<file path="config.mk">
export PLATFORM = sky130hd
export DESIGN_NAME = cpu1_control_flat
export DESIGN_NICKNAME = d
export VERILOG_FILES = /design/src/rtl/cpu1_control_if.sv /design/src/rtl/cpu1_control.sv /design/src/flat_wrapper.sv
export SDC_FILE = /design/constraint.sdc
export NUM_CORES = 1
export LEC_CHECK = 0
export BUFFER_PORTS_ARGS = -buffer_cell sky130_fd_sc_hd__buf_4
export CAP_MARGIN = 20
export CORE_ASPECT_RATIO = 1.4
export CORE_MARGIN = 5
export CORE_UTILIZATION = 30
export DETAILED_ROUTE_END_ITERATION = 8
export HOLD_SLACK_MARGIN = 0.08
export PLACE_DENSITY = 0.61
export SETUP_SLACK_MARGIN = 0.4
export SLEW_MARGIN = 10
export SYNTH_ARGS = -nofsm -noshare
export SYNTH_HDL_FRONTEND = slang
export SYNTH_SLANG_ARGS = --single-unit
</file>
<file path="constraint.sdc">
create_clock -name clk -period 5.5 [get_ports clk]
set_input_delay 1.1 -clock clk [delete_from_list [all_inputs] [get_ports clk]]
set_output_delay 1.1 -clock clk [all_outputs]
set_load 0.02 [all_outputs]
</file>
<file path="src/rtl/cpu1_control_if.sv">
// Memory request/response port between the control FSM (master) and memory (slave).
interface cpu1_control_if;
  logic        mem_read;
  logic        mem_write;
  logic [3:0]  mem_wmask;
  logic        mem_resp;
  logic [31:0] mem_rdata;

  modport master (output mem_read, mem_write, mem_wmask, input mem_resp, mem_rdata);
  modport slave  (input mem_read, mem_write, mem_wmask, output mem_resp, mem_rdata);
endinterface

</file>
<file path="src/rtl/cpu1_control.sv">
// Multi-cycle RV32I control FSM: fetches into IR, decodes, and drives the
// per-slice selects/immediates that fan out unchanged to the 32-slice datapath.
module cpu1_control (
  input  logic         clk,
  input  logic         rst,
  cpu1_control_if.master mem,
  output logic [31:0]  rs1_sel,
  output logic [31:0]  rs2_sel,
  output logic [31:0]  rd_sel,
  output logic [31:0]  imm,
  output logic         alu_mux_1_sel,
  output logic         alu_mux_2_sel,
  output logic         alu_inv_rs2,
  output logic         alu_cin,
  output logic [1:0]   alu_op,
  output logic         shift_dir,
  output logic         shift_arith,
  output logic [4:0]   shift_amount,
  output logic         shift_src_rs2,
  output logic         cmp_mux_sel,
  output logic         cmp_signed,
  input  logic         cmp_eq,
  input  logic         cmp_lt,
  output logic [2:0]   rd_mux_sel,
  output logic         lb,
  output logic         lh,
  output logic         lw,
  output logic         lbu,
  output logic         lhu,
  input  logic [1:0]   addr_lo,
  output logic         pc_load,
  output logic         pc_mux_sel,
  output logic         halt
);

  localparam logic [6:0] OPC_LUI    = 7'b0110111;
  localparam logic [6:0] OPC_AUIPC  = 7'b0010111;
  localparam logic [6:0] OPC_JAL    = 7'b1101111;
  localparam logic [6:0] OPC_JALR   = 7'b1100111;
  localparam logic [6:0] OPC_BRANCH = 7'b1100011;
  localparam logic [6:0] OPC_LOAD   = 7'b0000011;
  localparam logic [6:0] OPC_STORE  = 7'b0100011;
  localparam logic [6:0] OPC_OPIMM  = 7'b0010011;
  localparam logic [6:0] OPC_OP     = 7'b0110011;

  typedef enum logic [2:0] {
    S_RESET, S_FETCH, S_DECODE, S_EXEC, S_MEM, S_WB, S_TRAP
  } state_t;

  // Operand/select bundle driven DECODE through WB, zero elsewhere.
  typedef struct packed {
    logic [31:0] rs1_sel;
    logic [31:0] rs2_sel;
    logic [31:0] imm;
    logic        alu_mux_1_sel;
    logic        alu_mux_2_sel;
    logic        alu_inv_rs2;
    logic        alu_cin;
    logic [1:0]  alu_op;
    logic        shift_dir;
    logic        shift_arith;
    logic [4:0]  shift_amount;
    logic        shift_src_rs2;
    logic        cmp_mux_sel;
    logic        cmp_signed;
    logic [2:0]  rd_mux_sel;
  } ctl_t;

  state_t      state_q, state_d;
  logic [31:0] ir_q, ir_d;
  logic        taken_q, taken_d;
  logic        halt_q, halt_d;

  logic [6:0] opc, f7;
  logic [2:0] f3;
  logic [4:0] rs1, rs2, rd;

  assign opc = ir_q[6:0];
  assign rd  = ir_q[11:7];
  assign f3  = ir_q[14:12];
  assign rs1 = ir_q[19:15];
  assign rs2 = ir_q[24:20];
  assign f7  = ir_q[31:25];

  function automatic logic [31:0] onehot(input logic [4:0] r);
    onehot = (r == 5'd0) ? 32'd0 : (32'd1 << r);
  endfunction

  ctl_t dec, ctl;
  logic legal, writes_rd, uses_rs1, uses_rs2;
  logic is_load, is_store, is_branch, is_jump, is_imm;
  logic br_cond;

  always_comb begin
    dec       = '0;
    legal     = 1'b0;
    writes_rd = 1'b0;
    uses_rs1  = 1'b0;
    uses_rs2  = 1'b0;
    is_load   = 1'b0;
    is_store  = 1'b0;
    is_branch = 1'b0;
    is_jump   = 1'b0;
    is_imm    = (opc == OPC_OPIMM);
    case (opc)
      OPC_LUI: begin
        legal = 1'b1; writes_rd = 1'b1;
        dec.imm = {ir_q[31:12], 12'd0};
        dec.rd_mux_sel = 3'd5;
      end
      OPC_AUIPC: begin
        legal = 1'b1; writes_rd = 1'b1;
        dec.imm = {ir_q[31:12], 12'd0};
        dec.alu_mux_1_sel = 1'b1; dec.alu_mux_2_sel = 1'b1;
      end
      OPC_JAL: begin
        legal = 1'b1; writes_rd = 1'b1; is_jump = 1'b1;
        dec.imm = {{11{ir_q[31]}}, ir_q[31], ir_q[19:12], ir_q[20], ir_q[30:21], 1'b0};
        dec.alu_mux_1_sel = 1'b1; dec.alu_mux_2_sel = 1'b1;
        dec.rd_mux_sel = 3'd4;
      end
      OPC_JALR: begin
        legal = (f3 == 3'b000); writes_rd = 1'b1; is_jump = 1'b1; uses_rs1 = 1'b1;
        dec.imm = {{20{ir_q[31]}}, ir_q[31:20]};
        dec.alu_mux_2_sel = 1'b1;
        dec.rd_mux_sel = 3'd4;
      end
      OPC_BRANCH: begin
        legal = (f3 != 3'b010) && (f3 != 3'b011);
        is_branch = 1'b1; uses_rs1 = 1'b1; uses_rs2 = 1'b1;
        dec.imm = {{19{ir_q[31]}}, ir_q[31], ir_q[7], ir_q[30:25], ir_q[11:8], 1'b0};
        dec.alu_mux_1_sel = 1'b1; dec.alu_mux_2_sel = 1'b1;
        dec.cmp_signed = (f3[2:1] == 2'b10);
      end
      OPC_LOAD: begin
        legal = (f3 != 3'b011) && (f3 != 3'b110) && (f3 != 3'b111);
        is_load = 1'b1; writes_rd = 1'b1; uses_rs1 = 1'b1;
        dec.imm = {{20{ir_q[31]}}, ir_q[31:20]};
        dec.alu_mux_2_sel = 1'b1;
        dec.rd_mux_sel = 3'd3;
      end
      OPC_STORE: begin
        legal = !f3[2] && (f3 != 3'b011);
        is_store = 1'b1; uses_rs1 = 1'b1; uses_rs2 = 1'b1;
        dec.imm = {{20{ir_q[31]}}, ir_q[31:25], ir_q[11:7]};
        dec.alu_mux_2_sel = 1'b1;
      end
      OPC_OPIMM, OPC_OP: begin
        writes_rd = 1'b1; uses_rs1 = 1'b1; uses_rs2 = !is_imm;
        if (is_imm)
          legal = (f3 == 3'b001) ? (f7 == 7'h00) :
                  (f3 == 3'b101) ? (f7 == 7'h00 || f7 == 7'h20) : 1'b1;
        else
          legal = (f7 == 7'h00) || (f7 == 7'h20 && (f3 == 3'b000 || f3 == 3'b101));
        dec.alu_mux_2_sel = is_imm;
        dec.imm = is_imm ? {{20{ir_q[31]}}, ir_q[31:20]} : 32'd0;
        case (f3)
          3'b000: begin
            dec.alu_inv_rs2 = !is_imm && f7[5];
            dec.alu_cin     = !is_imm && f7[5];
          end
          3'b001, 3'b101: begin
            dec.shift_dir     = f3[2];
            dec.shift_arith   = f3[2] && f7[5];
            dec.shift_src_rs2 = !is_imm;
            dec.rd_mux_sel    = 3'd1;
            if (is_imm) begin
              dec.imm          = {27'd0, ir_q[24:20]};
              dec.shift_amount = ir_q[24:20];
            end
          end
          3'b010, 3'b011: begin
            dec.alu_inv_rs2 = 1'b1;
            dec.alu_cin     = 1'b1;
            dec.cmp_signed  = !f3[0];
            dec.cmp_mux_sel = is_imm;
            dec.rd_mux_sel  = 3'd2;
          end
          3'b100:  dec.alu_op = 2'b01;
          3'b110:  dec.alu_op = 2'b10;
          default: dec.alu_op = 2'b11;
        endcase
      end
      default: legal = 1'b0;
    endcase
    dec.rs1_sel = uses_rs1 ? onehot(rs1) : 32'd0;
    dec.rs2_sel = uses_rs2 ? onehot(rs2) : 32'd0;
  end

  always_comb begin
    case (f3)
      3'b000:         br_cond = cmp_eq;
      3'b001:         br_cond = !cmp_eq;
      3'b100, 3'b110: br_cond = cmp_lt;
      3'b101, 3'b111: br_cond = !cmp_lt;
      default:        br_cond = 1'b0;
    endcase
  end

  always_comb begin
    state_d = state_q;
    ir_d    = ir_q;
    taken_d = taken_q;
    halt_d  = halt_q;
    case (state_q)
      S_RESET:  state_d = S_FETCH;
      S_FETCH: begin
        if (mem.mem_resp) begin
          ir_d    = mem.mem_rdata;
          state_d = S_DECODE;
        end
      end
      S_DECODE: begin
        if (legal) state_d = S_EXEC;
        else begin
          state_d = S_TRAP;
          halt_d  = 1'b1;
        end
      end
      S_EXEC: begin
        taken_d = is_branch && br_cond;
        state_d = (is_load || is_store) ? S_MEM : S_WB;
      end
      S_MEM:    if (mem.mem_resp) state_d = S_WB;
      S_WB:     state_d = S_FETCH;
      S_TRAP:   state_d = S_TRAP;
      default:  state_d = S_RESET;
    endcase
  end

  always_ff @(posedge clk or posedge rst) begin
    if (rst) begin
      state_q <= S_RESET;
      ir_q    <= 32'd0;
      taken_q <= 1'b0;
      halt_q  <= 1'b0;
    end else begin
      state_q <= state_d;
      ir_q    <= ir_d;
      taken_q <= taken_d;
      halt_q  <= halt_d;
    end
  end

  logic       active;
  logic       mem_read_o, mem_write_o;
  logic [3:0] wmask_o;
  logic [4:0] ld_o;

  assign active = (state_q == S_DECODE) || (state_q == S_EXEC) ||
                  (state_q == S_MEM)    || (state_q == S_WB);

  always_comb begin
    ctl         = active ? dec : '0;
    mem_read_o  = 1'b0;
    mem_write_o = 1'b0;
    wmask_o     = 4'd0;
    ld_o        = 5'd0;
    rd_sel      = 32'd0;
    pc_load     = 1'b0;
    pc_mux_sel  = 1'b0;
    case (state_q)
      S_FETCH: mem_read_o = 1'b1;
      S_MEM: begin
        mem_read_o  = is_load;
        mem_write_o = is_store;
        if (is_store) begin
          case (f3[1:0])
            2'b00:   wmask_o = 4'b0001 << addr_lo;
            2'b01:   wmask_o = 4'b0011 << addr_lo;
            default: wmask_o = 4'b1111;
          endcase
        end
      end
      S_WB: begin
        pc_load    = 1'b1;
        pc_mux_sel = is_jump || (is_branch && taken_q);
        rd_sel     = writes_rd ? onehot(rd) : 32'd0;
      end
      default: ;
    endcase
    // Load-type one-hot (lb,lh,lw,lbu,lhu) only while the load result is in flight.
    if (is_load && (state_q == S_MEM || state_q == S_WB)) begin
      case (f3)
        3'b000:  ld_o = 5'b10000;
        3'b001:  ld_o = 5'b01000;
        3'b010:  ld_o = 5'b00100;
        3'b100:  ld_o = 5'b00010;
        3'b101:  ld_o = 5'b00001;
        default: ld_o = 5'b00000;
      endcase
    end
  end

  assign mem.mem_read  = mem_read_o;
  assign mem.mem_write = mem_write_o;
  assign mem.mem_wmask = wmask_o;
  assign {lb, lh, lw, lbu, lhu} = ld_o;

  assign rs1_sel       = ctl.rs1_sel;
  assign rs2_sel       = ctl.rs2_sel;
  assign imm           = ctl.imm;
  assign alu_mux_1_sel = ctl.alu_mux_1_sel;
  assign alu_mux_2_sel = ctl.alu_mux_2_sel;
  assign alu_inv_rs2   = ctl.alu_inv_rs2;
  assign alu_cin       = ctl.alu_cin;
  assign alu_op        = ctl.alu_op;
  assign shift_dir     = ctl.shift_dir;
  assign shift_arith   = ctl.shift_arith;
  assign shift_amount  = ctl.shift_amount;
  assign shift_src_rs2 = ctl.shift_src_rs2;
  assign cmp_mux_sel   = ctl.cmp_mux_sel;
  assign cmp_signed    = ctl.cmp_signed;
  assign rd_mux_sel    = ctl.rd_mux_sel;
  assign halt          = halt_q;

endmodule

</file>
<file path="src/flat_wrapper.sv">
// flat-port wrapper written by rule: the top's interface ports become plain ports
module cpu1_control_flat 
  (clk, rst, rs1_sel, rs2_sel, rd_sel, imm, alu_mux_1_sel, alu_mux_2_sel, alu_inv_rs2, alu_cin, alu_op, shift_dir, shift_arith, shift_amount, shift_src_rs2, cmp_mux_sel, cmp_signed, cmp_eq, cmp_lt, rd_mux_sel, lb, lh, lw, lbu, lhu, addr_lo, pc_load, pc_mux_sel, halt, mem_mem_read, mem_mem_write, mem_mem_wmask, mem_mem_resp, mem_mem_rdata);
  cpu1_control_if mem_i ();
  input  logic clk;
  input  logic rst;
  output logic [31:0] rs1_sel;
  output logic [31:0] rs2_sel;
  output logic [31:0] rd_sel;
  output logic [31:0] imm;
  output logic alu_mux_1_sel;
  output logic alu_mux_2_sel;
  output logic alu_inv_rs2;
  output logic alu_cin;
  output logic [1:0] alu_op;
  output logic shift_dir;
  output logic shift_arith;
  output logic [4:0] shift_amount;
  output logic shift_src_rs2;
  output logic cmp_mux_sel;
  output logic cmp_signed;
  input  logic cmp_eq;
  input  logic cmp_lt;
  output logic [2:0] rd_mux_sel;
  output logic lb;
  output logic lh;
  output logic lw;
  output logic lbu;
  output logic lhu;
  input  logic [1:0] addr_lo;
  output logic pc_load;
  output logic pc_mux_sel;
  output logic halt;
  output wire logic [$bits(mem_i.mem_read)-1:0] mem_mem_read;
  output wire logic [$bits(mem_i.mem_write)-1:0] mem_mem_write;
  output wire logic [$bits(mem_i.mem_wmask)-1:0] mem_mem_wmask;
  input wire logic [$bits(mem_i.mem_resp)-1:0] mem_mem_resp;
  input wire logic [$bits(mem_i.mem_rdata)-1:0] mem_mem_rdata;
  assign mem_mem_read = mem_i.mem_read;
  assign mem_mem_write = mem_i.mem_write;
  assign mem_mem_wmask = mem_i.mem_wmask;
  assign mem_i.mem_resp = mem_mem_resp;
  assign mem_i.mem_rdata = mem_mem_rdata;
  cpu1_control u_core (.clk(clk), .rst(rst), .mem(mem_i), .rs1_sel(rs1_sel), .rs2_sel(rs2_sel), .rd_sel(rd_sel), .imm(imm), .alu_mux_1_sel(alu_mux_1_sel), .alu_mux_2_sel(alu_mux_2_sel), .alu_inv_rs2(alu_inv_rs2), .alu_cin(alu_cin), .alu_op(alu_op), .shift_dir(shift_dir), .shift_arith(shift_arith), .shift_amount(shift_amount), .shift_src_rs2(shift_src_rs2), .cmp_mux_sel(cmp_mux_sel), .cmp_signed(cmp_signed), .cmp_eq(cmp_eq), .cmp_lt(cmp_lt), .rd_mux_sel(rd_mux_sel), .lb(lb), .lh(lh), .lw(lw), .lbu(lbu), .lhu(lhu), .addr_lo(addr_lo), .pc_load(pc_load), .pc_mux_sel(pc_mux_sel), .halt(halt));
endmodule
</file>
Word-level counts from Yosys, hierarchy flattened. Cells that the tools add are included. W data, S select, Z words.

Register bits after elaboration: 37. Input port bits: 39. Output and inout port bits: 161. Word-level logic and storage cells: 140.

Equality and inequality tests: 31. Shift-type cells: 5. Mux-type cells: 49. Bitwise logic cells: 1. Reductions and logical operators: 50.

Operator list (count): $mux W32 (10); $pmux W32 S6 (1); $mux W115 (1); $shl A1 B5 Y32 const A (3); $eq A7 B6 Y1 const B (4); $pmux W5 S5 (1); $eq A3 B3 Y1 const B (7); $eq A7 B7 Y1 const B (3); $reduce_or A2 Y1 (10); $pmux W3 S6 (1); $logic_not A5 Y1 (3); $eq A7 B5 Y1 const B (2); $mux W1 (14); $mux W13 (1); $eq A3 B2 Y1 const B (4); $pmux W3 S4 (1); $reduce_or A6 Y1 (2); $logic_and A1 B1 Y1 (10); $mux W5 (2); $logic_or A1 B1 Y1 (9); $mux W3 (3); $mux W4 (2); $mux W8 (1); $pmux W1 S2 (4); other kinds (24) (37).

Logic depth before layout (Yosys ltp). Gate-level depths: netlist of run 1.

Depth after elaboration: 8. Depth in mapped cells: 8. Mapped depth without buffers: 5.

Worst setup path before layout of run 1. No wires, ideal clock.

Path type: register -> output. From: reg u_core.ir_q[2]. To: out rs2_sel[4]. Arrival: 2.065 ns. Data required time: 4.400 ns. Path slack: 2.335 ns. Cell stages (with the launch flop): 6. Cell sequence: dfrtp_1 nand4bb_1 buf_2 a2111oi_4 nand2_2 nor4_1.

Cells in the longest elaborated chain, start to end: 5.

RTL lines: start, declared (line cpu1_control.sv:70) `logic [31:0] ir_q, ir_d;`; start signal, assigned (line cpu1_control.sv:239) `ir_q <= ir_d;`; $eq A7 B6 Y1 (tied with other cells) (line cpu1_control.sv:105) `case (opc)`; $reduce_or A2 Y1 (tied with other cells) (line cpu1_control.sv:105); $pmux W1 S2 (*) (line cpu1_control.sv:105); $mux W32 (*) (line cpu1_control.sv:187) `dec.rs2_sel = uses_rs2 ? onehot(rs2) : 32'd0;`; $mux W115 (*) (line cpu1_control.sv:254) `ctl = active ? dec : '0;`; end, declared (line flat_wrapper.sv:8) `output logic [31:0] rs2_sel;`.

Every way passes the cells marked *; elsewhere a longest branch is shown, timed or not.

Worst setup path in the final report of run 1.
From: reg u_core.ir_q[2]. To: out imm[16].

Cells in the longest elaborated chain, start to end: 6.

RTL lines: $eq A7 B5 Y1 (line cpu1_control.sv:104, cpu1_control.sv:105); $mux W32 (line cpu1_control.sv:156) `dec.imm = is_imm ? {{20{ir_q[31]}}, ir_q[31:20]} : 32'd0;`; $mux W32 (line cpu1_control.sv:167) `if (is_imm) begin`; $mux W32 (line cpu1_control.sv:157) `case (f3)`; $pmux W32 S6 (*) (line cpu1_control.sv:105); $mux W115 (*) (line cpu1_control.sv:254); end, declared (line flat_wrapper.sv:10) `output logic [31:0] imm;`.

Marked as above.

==> results of run 1 <==
[final cells by class]
type	instances	area [um2]
Clock buffer	7	153
Clock inverter	1	5.00
Fill cell	1184	6180
Inverter	10	37.5
Multi-Input combinational cell	381	2240
Sequential cell	37	926
Tap cell	144	180
Timing Repair Buffer	200	1500
[where the power goes]
part	switching (mW)	leakage [nW]	total, mW	internal, mW
Sequential	0.0335	0.450	0.318	0.285
Clock	0.109	0.0799	0.301	0.192
Combinational	0.0481	1.69	0.0932	0.0451
[worst min-delay path, delay by kind of cell (launching register included)]
kind | cells | cell delay [ns]
buffers and inverters | 1 | 0.04
AOI/OAI and AO/OA | 1 | 0.05
DFF | 1 | 0.35
[flip-flops by register name (all words and copies together), names as in the netlist]
signal          flops
u_core.ir_q        32
u_core.state_q      3
u_core.halt         1
u_core.taken_q      1
[through the flow]
stage,instances,total power [mW],cell area (um2)
2_1_floorplan,469,0.377,3400
3_3_place_gp,772,0.414,4880
3_5_place_dp,772,0.417,4880
4_1_cts,780,0.722,5040
5_1_grt,780,0.745,5040
6_report,780,0.713,5040
[metal layers]
metal / global-route usage, % / up-vias / wire (um)
met5: 0 / - / 0
li1: - / 1928 / -
met3: 3.80 / 11 / 1080
met1: 21.4 / 1828 / 5240
met4: 4.18 / 0 / 132
met2: 33.3 / 174 / 6880
[kinds of logic after synthesis]
logic type,count (synthesis),share of synthesized area (%)
multiplexers,29,9.58
XOR/XNOR,3,0.774
flip-flops,37,27.3
AO/OA/AOI/OAI,77,15.5
buffers and inverters,51,7.30
AND/OR/NAND/NOR,269,39.5
other,1,0.110
[synthesized netlist by cell type (3+ instances only)]
cell,count,share of area [%]
nor2b_1,4,0.74
buf_4,6,1.3
buf_6,3,0.99
a31oi_1,3,0.55
nor3b_1,3,0.66
dfrtp_1,37,27
mux2_2,28,9.3
o21a_1,5,1.1
nor2_1,114,13
a21oi_1,28,4.1
nand3b_1,12,2.7
a22oi_1,6,1.3
buf_2,8,1.2
nor3_1,14,2.1
nor4_1,9,1.7
buf_1,7,0.77
or3_1,3,0.55
nand2b_1,8,1.5
xnor2_1,3,0.77
and3_1,3,0.55
and2_1,14,2.6
clkbuf_1,16,1.8
nand2_1,48,5.3
nand4_1,4,0.74
o21ai_0,15,2.2
or2_2,4,0.74
nand3_1,7,1.0
inv_1,9,0.99
[worst max-delay path by stage]
| stage | start | endpoint | cells after the start |
|---|---|---|---|
| floorplan | u_core.ir_q[2] | rs2_sel[4] | 5 |
| global placement | u_core.ir_q[2] | imm[28] | 6 |
| detailed placement | u_core.ir_q[2] | imm[16] | 6 |
| CTS | u_core.ir_q[2] | imm[16] | 6 |
| global route | u_core.ir_q[2] | imm[26] | 6 |
| finish | u_core.ir_q[2] | imm[16] | 6 |
==> metrics.md, run 1 <==
| Metric | Value |
|---|---|
| Commonest cells after routing, fill and taps aside | `200 x buf_4, 114 x nor2_1, 48 x nand2_1` |
| Syn Area/Cell | `7.27 um2` |
| Critical path startpoint category | `flip-flop` |
| GP Congestion | `0.851` |
| Minimum clock period | `4.17 ns` |
| Outcome | `complete, no violations` |
| Total CTS buffers | `5` |
| Latest clock arrival within the worst-skew pair | `0.28 ns` |
| Io pins | `200` |
| Clock sink count | `37` |
| Hold crit path type | `reg -> reg` |
| Warnings, synthesis | `0` |
| Vias in the first global route | `3807` |
| Largest net degree at the start of global routing | `38` |
| Static Leakage | `2.22 nW` |
| Sequential-to-total area share from yosys stat | `27.3%` |
| WHS Endpoint | `u_core.halt` |
| Via count | `3941` |
| Critical hold path startpoint | `u_core.halt` |
| Unrepaired setup endpoints after global routing | `no` |
| CTS root buf | `clkbuf_16` |
| Internal reg-to-reg setup slack | `3.18 ns` |
| Dominant synthesized flop cell | `dfrtp_1` |
| Post-CTS Setup Repair Bufs | `0` |
| Initial Util | `30.3%` |
| Worst Tran Pin Value | `1.09 ns` |
| Async SR Flop Fraction | `100%` |
| R2R depth | `5` |
| CP most frequent cell | `a21oi_1` |
| Delay-heaviest family, CP | `simple AND/OR/NAND/NOR gates` |
| Die Area | `13600 um2` |
| CTS Buffer Depth | `2` |
| Final Worst Setup Slack | `1.33 ns` |
| Clock skew | `0.00536 ns` |
| Max_cap viols | `0` |
| DRC violations left | `0` |
| Final setup viols | `0` |
| Final Hold Vio Count | `0` |
| Max IR drop VDD | `0.0961 mV` |
| TNS Setup | `0 ns` |
| # rows | `46` |
| WHS | `0.475 ns` |
| Hold Path Stages | `2` |
| Routed len/inst | `17.1 um` |
| Pre-CTS setup slack | `1.64 ns` |
| FMAX | `240 MHz` |
| Congestion Overflow GR | `0` |
| Die width | `99.9 um` |
| Mapped Area | `3400 um2` |
| Nets | `674` |
| RR Endpoint | `u_core.state_q[0]` |
| Setup crit end kind | `output pin` |
| First drt pass iteration count | `5` |
| Tot GR Track Use | `18.1%` |
| CTS resizes | `0` |
| H-tree depth | `2` |
| Tcrit/Tclk final | `75.7%` |
| R2R Path Start | `u_core.ir_q[6]` |
| Final Max Tran Viols | `0` |
| Drt total wl | `13300 um` |
| Post-layout util | `44.9%` |
| Syn Inst Count | `467` |
| Post-synth EDFFs | `0` |
| Final ANT Viol Nets | `0` |
| Final HPWL DP | `10600 um` |
| Worst EP arrival | `3.07 ns` |
| Crit Path Category | `reg -> out` |
| Port Buffer Count | `196` |
| Initial DRC Count | `199` |
| Post-synth cell types | `67` |
| #FFs+latches synth | `37` |
| Max-slew headroom | `27.1%` |
| Count of hold-fix buffers inserted at cts | `0` |
| DR vias/cell | `5.05` |
| WP data required | `4.40 ns` |
| Clock slew at reported path FFs | `0.06 ns` |
| Cell Chain, Critical Path | `nand4bb_1 -> nor3_4 -> a21oi_1 -> or2_1 -> a21oi_1 -> buf_4` |
| Core Footprint | `11200 um2` |
| First-pass GRT wire length | `19900 um` |
| TritonCTS clock tree | `built` |
| Share of cells above drive strength 1 | `40.9%` |
| Syn-to-layout area delta | `48.4%` |
| Initial antenna violation count | `0` |
| Worst path max stage delay | `0.64 ns` |
| # diodes | `0` |
| Die height | `136 um` |
| Worst path bufs/invs | `1` |
| P per Cell Area | `141 nW/um2` |
| Worst-path fanout max | `24` |
| Slowest library cell on the worst path | `or2_1` |
| Commonest non-fill, non-tap cell in the layout | `buf_4` |
No activity file was read; power rests on OpenSTA's default activity.
==> run 2, diff against run 1 <==
PLACE_DENSITY = 0.63   (was 0.61)
clock period = 3.8 ns   (was 5.5 ns; I/O delays follow)
==> metrics.md, run 2 (synthesized netlist as in run 1, its figures left out) <==
| Metric | Value |
|---|---|
| Max IR drop VDD | `0.168 mV (was 0.0961 mV)` |
| Largest registers | `u_core.ir_q: 32 flops, u_core.state_q: 3 flops (unchanged)` |
| Clock share of power | `40.6% (was 42.3%)` |
| Total CTS buffers | `5 (unchanged)` |
| Critical hold path startpoint | `u_core.halt (unchanged)` |
| Die height | `136 um (unchanged)` |
| Max_cap viols | `0 (unchanged)` |
| H-tree depth | `2 (unchanged)` |
| Congestion Overflow GR | `0 (unchanged)` |
| Seq pwr share | `45.2% (was 44.7%)` |
| Slowest library cell on the worst path | `a2111oi_4 (was or2_1)` |
| Int Pwr | `0.739 mW (was 0.522 mW)` |
| DRC violations left | `0 (unchanged)` |
| Combinational Power Share | `14.2% (was 13.1%)` |
| # rows | `46 (unchanged)` |
| Final ANT Viol Nets | `0 (unchanged)` |
| CTS root buf | `clkbuf_16 (unchanged)` |
| Via count | `4026 (was 3941)` |
| R2R depth | `6 (was 5)` |
| Final Hold Vio Count | `0 (unchanged)` |
| Critical Path Source | `u_core.ir_q[2] (unchanged)` |
| Final setup viols | `0 (unchanged)` |
| Cell Chain, Critical Path | `nand4bb_2 -> a2111oi_4 -> nand2_2 -> nor4_1 -> buf_4 (was nand4bb_1 -> nor3_4 -> a21oi_1 -> or2_1 -> a21oi_1 -> buf_4)` |
| Drt total wl | `13500 um (was 13300 um)` |
| First drt pass iteration count | `4 (was 5)` |
| Hold crit path type | `reg -> reg (unchanged)` |
| Routed len/inst | `17.2 um (was 17.1 um)` |
| Clock slew at reported path FFs | `0.05 ns (was 0.06 ns)` |
| Worst Tran Pin Value | `0.612 ns (was 1.09 ns)` |
| Crit Path Category | `reg -> out (unchanged)` |
| TritonCTS clock tree | `built (unchanged)` |
| # diodes | `0 (unchanged)` |
| GP Congestion | `0.879 (was 0.851)` |
| Tot GR Track Use | `19.0% (was 18.1%)` |
| Reg with most FFs | `u_core.ir_q (unchanged)` |
| Fin area | `5100 um2 (was 5040 um2)` |
| Static Leakage | `2.25 nW (was 2.22 nW)` |
| Vias in the first global route | `3957 (was 3807)` |
| Port Buffer Count | `196 (unchanged)` |
| Clock sink count | `37 (unchanged)` |
| RR Endpoint | `u_core.state_q[0] (unchanged)` |
| Initial antenna violation count | `0 (unchanged)` |
| R2R Path Start | `u_core.ir_q[4] (was u_core.ir_q[6])` |
| Share of cells above drive strength 1 | `42.5% (was 40.9%)` |
| First-pass GRT wire length | `20700 um (was 19900 um)` |
| CTS Buffer Depth | `2 (unchanged)` |
| Unrepaired setup endpoints after global routing | `no (unchanged)` |
| Syn-to-layout area delta | `50.3% (was 48.4%)` |
| Initial DRC Count | `185 (was 199)` |
| WHS | `0.470 ns (was 0.475 ns)` |
| Max-slew headroom | `59.2% (was 27.1%)` |
| Non-filler cells, final | `786 (was 780)` |
| Clock skew | `0.00382 ns (was 0.00536 ns)` |
| Largest net degree at the start of global routing | `38 (unchanged)` |
| Final Max Tran Viols | `0 (unchanged)` |
| Die width | `99.9 um (unchanged)` |
| Hold Path Stages | `2 (unchanged)` |
| Final Worst Setup Slack | `0.553 ns (was 1.33 ns)` |
| Worst EP arrival | `2.49 ns (was 3.07 ns)` |
| P per Cell Area | `199 nW/um2 (was 141 nW/um2)` |
| Pre-CTS setup slack | `0.627 ns (was 1.64 ns)` |
| Largest register FFs | `32 (unchanged)` |
| Worst path max stage delay | `0.64 ns (about the same)` |
| DR vias/cell | `5.12 (was 5.05)` |
| Final HPWL DP | `10800 um (was 10600 um)` |
| Fillcell total | `1141 (was 1184)` |
| Die Area | `13600 um2 (unchanged)` |
| Commonest non-fill, non-tap cell in the layout | `buf_4 (unchanged)` |
| Latest clock arrival within the worst-skew pair | `0.28 ns (about the same)` |
| WP data required | `3.04 ns (was 4.40 ns)` |
| TNS Setup | `0 ns (unchanged)` |
| Area of the multi-input gates | `2260 um2 (was 2240 um2)` |
| FMAX | `308 MHz` |
| Sw Ratio | `27.1% (was 26.8%)` |
| Cells after DPL | `777 (was 772)` |
| Post-DP Area | `4920 um2 (was 4880 um2)` |
| Worst-path fanout max | `8 (was 24)` |
| Nets | `681 (was 674)` |
| NetSw | `0.275 mW (was 0.191 mW)` |
| Internal reg-to-reg setup slack | `1.57 ns (was 3.18 ns)` |
| Commonest cells after routing, fill and taps aside | `207 x buf_4, 114 x nor2_1, 48 x nand2_1 (was 200 x buf_4, 114 x nor2_1, 48 x nand2_1)` |
| Tcrit/Tclk final | `85.5%` |
| Setup crit end kind | `output pin (unchanged)` |
| Initial Util | `30.3% (unchanged)` |
| Sequential cell area | `931 um2 (was 926 um2)` |
| Outcome | `complete, no violations (unchanged)` |
| Critical path startpoint category | `flip-flop (unchanged)` |
| Minimum clock period | `3.25 ns` |
| Core Footprint | `11200 um2 (unchanged)` |
| Io pins | `200 (unchanged)` |
| WHS Endpoint | `u_core.halt (unchanged)` |
[run 2: layout make-up]
type,count,area share (%)
tap,144,3.53
sequential,37,18.2
clock buffer,7,2.79
timing repair buffer,207,30.4
multi-input combinational,381,44.3
inverter,10,0.735
[run 2: metal layers]
layer  track usage, %  vias up  part of all wire (%)
met5                0        -                     0
met4             5.54        0                   2.0
met3             4.36       19                   8.4
met2             34.3      187                    51
met1             22.0     1867                    39
li1                 -     1953                     -
[run 2: worst max path at each step]
| stage | end | cells past startpoint |
|---|---|---|
| floorplan | rs2_sel[4] | 5 |
| global placement | imm[1] | 7 |
| detailed placement | imm[21] | 6 |
| CTS | imm[6] | 6 |
| global route | imm[15] | 7 |
| finish | rs2_sel[4] | 5 |
[run 2: metrics by stage]
step                power, mW  utilization (%)
floorplan               0.546                -
global placement        0.602             43.8
detailed placement      0.606             43.8
CTS                      1.03             45.1
global route             1.06             45.5
finish                   1.01             45.5
[run 2: power by group through the flow]
stage	Sequential (mW)	Combinational (mW)	Clock (mW)
6_report	0.458	0.144	0.411
5_1_grt	0.464	0.159	0.437
4_1_cts	0.457	0.142	0.431
3_5_place_dp	0.464	0.141	0
3_3_place_gp	0.463	0.139	0
2_1_floorplan	0.435	0.111	0
[run 2: what timing repair did]
action                                  CTS  global route
hold buffers                              0             0
setup buffers                             0             2
endpoints found under the setup margin   11            43
pin swaps                                 0             0
resized for setup                         1             8
[run 2: worst max-delay path, delay by kind of cell, from the launching register on]
family | cells | cell delay, ns
flip-flops | 1 | 0.37
AND/OR/NAND/NOR | 3 | 0.98
AO/OA/AOI/OAI | 1 | 0.64
buffers and inverters | 1 | 0.21
